==> src/rtl/msg_rom_streamer_if.sv <==
// msg_rom_streamer_if: valid/ready byte stream carrying characters to the display/UART.
//   data  : character (DATA_W bits), driven by master
//   valid : data valid, driven by master
//   ready : downstream accepts when valid & ready, driven by slave
interface msg_rom_streamer_if #(
    parameter int DATA_W = 8
);
    logic [DATA_W-1:0] data;
    logic              valid;
    logic              ready;

    modport master (output data, output valid, input ready);
    modport slave  (input data, input valid, output ready);
endinterface

==> src/rtl/msg_rom_streamer.sv <==
// msg_rom_streamer: streams one of NUM_MSG fixed messages from a ROM as a valid/ready byte
// stream with a programmable inter-character gap, one-shot or looping.
//   clk, rst_n : clock, asynchronous active-low reset
//   start      : begin playback (sampled only in IDLE); latches msg_sel and gap_div
//   msg_sel    : message slot to play
//   loop       : replay the message when it ends (live input)
//   gap_div    : idle cycles between characters
//   abort      : synchronous stop, highest priority
//   out        : master side of the character stream (data/valid/ready)
//   busy       : high outside IDLE
//   done       : one-cycle pulse on normal completion
//   chk_out    : XOR of all transferred bytes (only with MSG_CHKSUM_EN defined)
// The ROM contents come from the ROM_IMAGE parameter: byte at address a sits in bits
// [a*DATA_W +: DATA_W], slot m occupies addresses m*DEPTH .. m*DEPTH+DEPTH-1.
module msg_rom_streamer #(
    parameter int                              DATA_W    = 8,
    parameter int                              DEPTH     = 32,
    parameter int                              NUM_MSG   = 4,
    parameter int                              DIV_W     = 16,
    parameter logic [DATA_W-1:0]               TERM      = '0,
    parameter logic [NUM_MSG*DEPTH*DATA_W-1:0] ROM_IMAGE = '0
) (
    input  logic                       clk,
    input  logic                       rst_n,
    input  logic                       start,
    input  logic [$clog2(NUM_MSG)-1:0] msg_sel,
    input  logic                       loop,
    input  logic [DIV_W-1:0]           gap_div,
    input  logic                       abort,
    msg_rom_streamer_if.master         out,
    output logic                       busy,
    output logic                       done
`ifdef MSG_CHKSUM_EN
    ,
    output logic [DATA_W-1:0]          chk_out
`endif
);
    localparam int IW = $clog2(DEPTH);
    localparam int SW = $clog2(NUM_MSG);
    localparam int AW = $clog2(NUM_MSG * DEPTH);

    typedef enum logic [1:0] {IDLE, FETCH, EMIT, GAP} state_t;

    state_t            state, state_nx;
    logic [SW-1:0]     sel;
    logic [IW-1:0]     idx;
    logic [DIV_W-1:0]  gap, cnt;
    logic [DATA_W-1:0] data;
    logic              emitted;
    logic [DATA_W-1:0] rom [NUM_MSG*DEPTH];
    logic [AW-1:0]     base;
    logic [DATA_W-1:0] cur, first;
    logic              wrap, last, is_term, valid, xfer;

    genvar g;
    for (g = 0; g < NUM_MSG * DEPTH; g++) begin : g_rom
        assign rom[g] = ROM_IMAGE[g*DATA_W +: DATA_W];
    end

    assign base    = AW'(sel) * AW'(DEPTH);
    assign cur     = rom[base + AW'(idx)];
    assign first   = rom[base];
    // Wrapping is decided while fetching: if the byte just reached is the terminator of a
    // non-empty looping message, slot byte 0 is loaded instead, so the wrap costs no cycle.
    assign wrap    = cur == TERM && loop && emitted;
    assign last    = idx == IW'(DEPTH - 1);
    assign is_term = data == TERM;
    assign valid   = state == EMIT && !is_term;
    assign xfer    = valid && out.ready;

    always_ff @(posedge clk or negedge rst_n) begin
        if (!rst_n) state <= IDLE;
        else        state <= state_nx;
    end

    always_comb begin
        state_nx = state;
        case (state)
            IDLE:    state_nx = start ? FETCH : IDLE;
            FETCH:   state_nx = EMIT;
            EMIT:    state_nx = is_term ? IDLE : !xfer ? EMIT : (last && !loop) ? IDLE :
                                gap != '0 ? GAP : FETCH;
            GAP:     state_nx = cnt == DIV_W'(1) ? FETCH : GAP;
            default: state_nx = IDLE;
        endcase
        if (abort) state_nx = IDLE;
    end

    always_comb begin
        out.data  = data;
        out.valid = valid;
        busy      = state != IDLE;
        // A terminator reached in EMIT always ends: looping was already resolved in FETCH.
        done      = !abort && state == EMIT && (is_term || (xfer && last && !loop));
    end

    always_ff @(posedge clk or negedge rst_n) begin
        if (!rst_n) begin
            sel     <= '0;
            idx     <= '0;
            gap     <= '0;
            cnt     <= '0;
            data    <= '0;
            emitted <= 1'b0;
        end else if (abort) begin
            idx <= '0;
        end else begin
            case (state)
                IDLE: if (start) begin
                    sel     <= msg_sel;
                    gap     <= gap_div;
                    idx     <= '0;
                    emitted <= 1'b0;
                end
                FETCH: begin
                    data <= wrap ? first : cur;
                    if (wrap) idx <= '0;
                end
                EMIT: if (is_term) begin
                    idx <= '0;
                end else if (xfer) begin
                    emitted <= 1'b1;
                    idx     <= last ? '0 : idx + 1'b1;
                    cnt     <= gap;
                end
                GAP: cnt <= cnt - 1'b1;
                default: ;
            endcase
        end
    end

`ifdef MSG_CHKSUM_EN
    always_ff @(posedge clk or negedge rst_n) begin
        if (!rst_n)                      chk_out <= '0;
        else if (abort)                  chk_out <= chk_out;
        else if (state == IDLE && start) chk_out <= '0;
        else if (xfer)                   chk_out <= chk_out ^ data;
    end
`endif
endmodule

==> src/flat_wrapper.sv <==
// flat-port wrapper written by rule: the top's interface ports become plain ports
module msg_rom_streamer_flat 
#(
    parameter int                              DATA_W    = 8,
    parameter int                              DEPTH     = 32,
    parameter int                              NUM_MSG   = 4,
    parameter int                              DIV_W     = 16,
    parameter logic [DATA_W-1:0]               TERM      = '0,
    parameter logic [NUM_MSG*DEPTH*DATA_W-1:0] ROM_IMAGE = '0
)
  (clk, rst_n, start, msg_sel, loop, gap_div, abort, busy, done, out_data, out_valid, out_ready);
  msg_rom_streamer_if #(.DATA_W(DATA_W)) out_i ();
  input  logic clk;
  input  logic rst_n;
  input  logic start;
  input  logic [$clog2(NUM_MSG)-1:0] msg_sel;
  input  logic loop;
  input  logic [DIV_W-1:0] gap_div;
  input  logic abort;
  output logic busy;
  output logic done;
  output wire logic [$bits(out_i.data)-1:0] out_data;
  output wire logic [$bits(out_i.valid)-1:0] out_valid;
  input wire logic [$bits(out_i.ready)-1:0] out_ready;
  assign out_data = out_i.data;
  assign out_valid = out_i.valid;
  assign out_i.ready = out_ready;
  msg_rom_streamer #(.DATA_W(DATA_W), .DEPTH(DEPTH), .NUM_MSG(NUM_MSG), .DIV_W(DIV_W), .TERM(TERM), .ROM_IMAGE(ROM_IMAGE)) u_core (.clk(clk), .rst_n(rst_n), .start(start), .msg_sel(msg_sel), .loop(loop), .gap_div(gap_div), .abort(abort), .out(out_i), .busy(busy), .done(done));
endmodule
==> config.mk <==
export PLATFORM = sky130hd
export DESIGN_NAME = msg_rom_streamer_flat
export DESIGN_NICKNAME = d
export VERILOG_FILES = /design/src/rtl/msg_rom_streamer_if.sv /design/src/rtl/msg_rom_streamer.sv /design/src/flat_wrapper.sv
export SDC_FILE = /design/constraint.sdc
export NUM_CORES = 1
export LEC_CHECK = 0
export ABC_CLOCK_PERIOD_IN_PS = 4000
export BUFFER_PORTS_ARGS = -buffer_cell sky130_fd_sc_hd__buf_2
export CAP_MARGIN = 10
export CORE_MARGIN = 4
export CORE_UTILIZATION = 49
export DETAILED_ROUTE_END_ITERATION = 8
export PLACE_DENSITY = 0.79
export SLEW_MARGIN = 20
export SYNTH_ARGS = -nofsm -noshare
export SYNTH_HDL_FRONTEND = slang
export SYNTH_SLANG_ARGS = --single-unit
==> constraint.sdc <==
create_clock -name clk -period 4 [get_ports clk]
set_input_delay 0.4 -clock clk [delete_from_list [all_inputs] [get_ports clk]]
set_output_delay 0.4 -clock clk [all_outputs]
set_load 0.02 [all_outputs]
## Yosys cells after proc, flatten, opt, wreduce, memory -nomap -nowiden

Memory sizes are Yosys's and may differ from the RTL's.
Cells that the tools add are included.

- $add $sub $neg: 3
- Order comparisons: 2
- Eq/ne operators: 11
- Multiplexer cells: 27
- Bitwise logic cells: 3
- Reductions and logical operators: 26

Operators with widths:

| kind | count |
|---|---|
| 8-bit two-way mux | 5 |
| 16-bit two-way mux | 2 |
| 16-bit case mux with 2 select lines | 1 |
| 5-bit two-way mux | 6 |
| 16-bit by 1-bit equality test with 1-bit output (second input constant) | 1 |
| 8-bit >= comparator (second input constant) | 2 |
| 8-bit logical NOT | 2 |
| 7-bit NOT with 8-bit output | 2 |
| 16-bit nonzero test | 1 |
| 16-bit by 1-bit subtractor with 16-bit output (second input constant) | 1 |
| 5-bit case mux with 3 select lines | 1 |
| 2-bit two-way mux | 6 |
| 1-bit logical AND | 9 |
| 2-bit case mux with 4 select lines | 1 |
| 4-bit AND reduction | 2 |
| 7-bit by 5-bit adder with 7-bit output | 1 |
| 2-bit nonzero test | 3 |
| 5-bit by 1-bit adder with 5-bit output (second input constant) | 1 |
| 5-bit equality test (second input constant) | 1 |
| 5-bit AND reduction | 1 |
| 2-bit equality test (second input constant) | 2 |
| 1-bit two-way mux | 4 |
| 2-bit != test (second input constant) | 2 |
| 4-bit by 2-bit != test with 1-bit output (second input constant) | 1 |
| 12 further kinds | 14 |

- Flip-flop bits (word level): 50
- Memory bits (read-only): 2,048
- Input port bits: 24
- Output and inout bits: 11
- Logic and storage cells: 81
- Memories: 2

Memory list:

| memory | depth | bits a word | read ports | clocked after Yosys merged registers in | wr ports | RTL line | RTL |
|---|---|---|---|---|---|---|---|
| (no name shown) | 128 | 8 | 1 | 0 | 0 | msg_rom_streamer.sv:61 | `assign cur = rom[base + AW'(idx)];` |
| (no name shown) | 128 | 8 | 1 | 0 | 0 | msg_rom_streamer.sv:62 | `assign first = rom[base];` |

## Depth between registers and ports, before layout

- Depth in word-level cells: 11
- Mapped depth: 6
- Gate-level depth less buffers: 6

## Least setup slack after synthesis

No wires, ideal clock.

- Path type: reg2reg
- Start: register u_core.cnt[7]
- End: register u_core.cnt[10]
- Library setup time: 0.125 ns
- Data arrival time: 1.447 ns
- Data required time: 3.875 ns
- Slack: 2.427 ns
- Stages on the path, launching flop included: 5
- Buffers on the path: 0
- Period minus slack after synthesis: 1.573 ns
- Path through: dfrtp_1 > or4_4 > nor4_2 > nand2_1 > xnor2_1

- Cells in the longest elaborated chain, start to end: 2

RTL lines:

| item | RTL line | RTL |
|---|---|---|
| start, declared | msg_rom_streamer.sv:47 | `logic [DIV_W-1:0] gap, cnt;` |
| start signal, assigned | msg_rom_streamer.sv:124 | `cnt <= gap;` |
| start signal, assigned | msg_rom_streamer.sv:126 | `GAP: cnt <= cnt - 1'b1;` |
| 16-bit by 1-bit subtractor with 16-bit output | msg_rom_streamer.sv:126 |  |
| 16-bit case mux with 2 select lines | msg_rom_streamer.sv:108 | `case (state)` |

Every way passes these cells.
A chain may end at the register's enable or synchronous reset.

## Worst setup path after layout

- Start: register u_core.cnt[7]
- End: register u_core.state[1]

- Cells in the longest elaborated chain, start to end: 4

RTL lines:

| item | RTL line | RTL |
|---|---|---|
| 16-bit by 1-bit equality test with 1-bit output | msg_rom_streamer.sv:83 | `GAP: state_nx = cnt == DIV_W'(1) ? FETCH : GAP;` |
| 2-bit two-way mux | msg_rom_streamer.sv:83 |  |
| 2-bit case mux with 4 select lines | msg_rom_streamer.sv:78 | `case (state)` |
| 2-bit two-way mux | msg_rom_streamer.sv:86 | `if (abort) state_nx = IDLE;` |
| net u_core.state_nx[1] | msg_rom_streamer.sv:44 | `state_t state, state_nx;` |
| end signal, assigned | msg_rom_streamer.sv:73 | `else state <= state_nx;` |
| end, declared | msg_rom_streamer.sv:44 |  |

The timed path passes the listed nets, and every way through them passes these cells.

==> key figures <==
Status
  – Status: complete, no violations

Worst hold path
  – Min-delay worst type: primary input to async pin

Yosys
  – Top post-synthesis cells by area: dfrtp_1 (49%), xnor2_1 (11%), buf_4 (7.3%)
  – Post-synth EDFFs: 0
  – Synthesis Warnings: 0
  – Async S/R FF share, synth: 100%
  – Register area share after synthesis: 48.7%
  – Ys flop type: dfrtp_1
  – Unique masters post-synth: 28
  – Share of the synthesized area in the top cell type: 48.7%
  – Largest area contributor in the netlist: dfrtp_1
  – Cells after synthesis: 84
  – Most frequent cells after synthesis: dfrtp_1 (18), xnor2_1 (12), buf_4 (9), nand2_1 (9), nor2_1 (5)
  – Most common cell in the netlist: dfrtp_1
  – Number of synthesized register bits: 18
  – Avg Inst Size Synth: 11.0 sq um
  – Post-Syn Area: ~920 sq um

CTS
  – Postcts setup bufs: 0
  – Clk buf depth: 2
  – CTS Buf Count: 3
  – Post-cts resize count: 0
  – TritonCTS clock tree: done
  – Worst-skew pair later-pin latency: a little under 300 ps
  – CTS Hold Bufs: 0
  – Reg clk slew, reported paths: 90 ps
  – CTS root buf: clkbuf_4
  – CTS H-tree depth: 1
  – CTS sink cnt: 18

Floorplanning
  – Die area: roughly 0.0026 sq mm
  – Die Y: ~50 um
  – Core ar.: 0.00176 sq mm
  – Die X: between 50 and 60 um
  – Rows: 15
  – IO Count: 35
  – Initial core utilization: 52.4%

Worst setup path
  – Highest net fanout along the worst path: 4
  – CP max stage delay: 570 ps
  – Worst r2r src: u_core.cnt[7]
  – Worst EP arrival: between 1500 and 2000 ps
  – CP Capture Type: flip-flop
  – Cells on worst reg2reg path: 4
  – WP data required: 4190 ps
  – Reg2reg end: u_core.state[1]
  – Crit path from: u_core.cnt[7]
  – CP startpoint kind: flip-flop
  – Reg2reg setup slack: 2290 ps
  – CP Class: flip-flop to flip-flop
  – Setup crit end: u_core.state[1]
  – Worst path cell trace: or4_4 -> nor4b_4 -> nand4_1 -> and2_1
  – CP max-delay cell: or4_4

Finish
  – Antenna cell count: 0
  – Share of post-route cells with drive strength above 1: roughly 14%
  – Final Util: between 50 and 60%
  – Fillers: ~170
  – Layout Nets: 119
  – Area grow syn2layout: 4.47%
  – Finished Cell Area: 966 sq um

STA
  – RSZ-0062 raised after global routing: false
  – Final Critical Period: 1710 ps
  – Final Cycle Share: 42.7%
  – Hold Fails Final Rpt: 0
  – Max-slew violation count: 0
  – Total Neg Setup Slack: 0 ps
  – WHS: 18.5 ps
  – Fmax: 586 MHz
  – Final setup vio count: 0
  – Fin Clk Skew: about 3.8 ps

Power and ir drop
  – Lkg Pwr: between 0.4 and 0.5 nW
  – Power Total: between 500 and 600 uW
  – VDD IR max: slightly below 0.3 mV
  – Power per Cell Area: 542 mW/mm^2

Detailed routing
  – Avg WL per Cell: ~12 um
  – Drt pass-1 iters: 4
  – DR iter-0 viols: 6
  – Final antenna-violating net count: 0
  – Total wire length: between 1000 and 1500 um
  – Via density: 4.84
  – Total number of vias: 561
  – Remaining DRCs: 0

Global route
  – Largest net degree at the start of global routing: 19
  – Overall Global Routing Usage: 12.2%
  – Antenna violations before repair: 0
  – Global route overflow: 0
  – First-pass GRT wire length: ~2400 um
  – Number of global-route vias before repair: 568

Flow run
  – # Max-Cap Violations: 0

Place
  – IO buf count: 5
  – Gpl congestion: 0.728
  – DP HPWL: ~1100 um
  – Placed cell area: 943 sq um
## through the flow
stage | setup WS [ps] | instances
detailed placement | 2300 | 113
floorplan | 2430 | 92
global route | 2210 | 116
finish | 2290 | 116
CTS | 2290 | 116
global placement | 2320 | 113
## registers in the layout, indices dropped and copies added (netlist names)
register and flops:
u_core.cnt 16, u_core.state 2
## critical path, delay by kind of cell (launching register included)
kind             cells  cell delay (ps)
DFF                  1              430
and+or+nand+nor      4             1180
## kinds of logic (layout without fill, tap and decap cells)
| logic type | after synthesis | after routing | synth area share [%] |
|---|---|---|---|
| other | 1 | 9 | 0.406 |
| adders and majority gates | 2 | 2 | 2.71 |
| and+or+nand+nor | 34 | 34 | 24.4 |
| buffers and inverters | 12 | 11 | 8.52 |
| AOI/OAI and AO/OA | 2 | 2 | 1.08 |
| xor gates and xnor gates | 15 | 15 | 14.2 |
| DFF | 18 | 18 | 48.7 |
## area by class of cell
type                    count  area, sq um  area share, %
multi-input cells          62          425           44.0
well taps                  25         31.3           3.24
flip-flops and latches     18          450           46.6
inverters                   3         11.3           1.17
repair buffers              5         25.0           2.59
clock buffers               3         22.5           2.33
## per-layer routing
layer / part of all wire (%) / GRT usage [%] / vias up
met1: 45 / 14.1 / 269
met5: 0 / 0 / -
met4: 2.8 / 7.42 / 0
met2: 48 / 20.8 / 11
li1: - / - / 276
met3: 4.1 / 2.04 / 5
## worst min path at each step
stage           from        endpoint  slack, ps
2_1_floorplan  rst_n   u_core.cnt[0]        100
3_5_place_dp   rst_n   u_core.cnt[4]        350
6_report       rst_n   u_core.cnt[0]         20
3_3_place_gp   rst_n   u_core.cnt[4]        340
5_1_grt        rst_n   u_core.cnt[5]         40
4_1_cts        rst_n  u_core.cnt[11]         30
## report_power, final
part	switching (mW)	internal (mW)
clock	0.0524	0.0351
combinational	0.0623	0.0716
sequential	0.0689	0.233
total	0.184	0.340
## placed cells by master (no fill, tap or decap), types with 2 or more instances in the layout
master    Yosys  final
nand2_1       9      9
xnor2_1      12     12
dfrtp_1      18     18
or3_1         2      2
ha_1          2      2
xor2_1        3      3
conb_1        1      9
nor4_1        2      2
clkbuf_4      0      3
inv_1         3      3
nand3_1       2      2
nor2_1        5      5
buf_2         0      5
(Power assumes the default switching activity.)
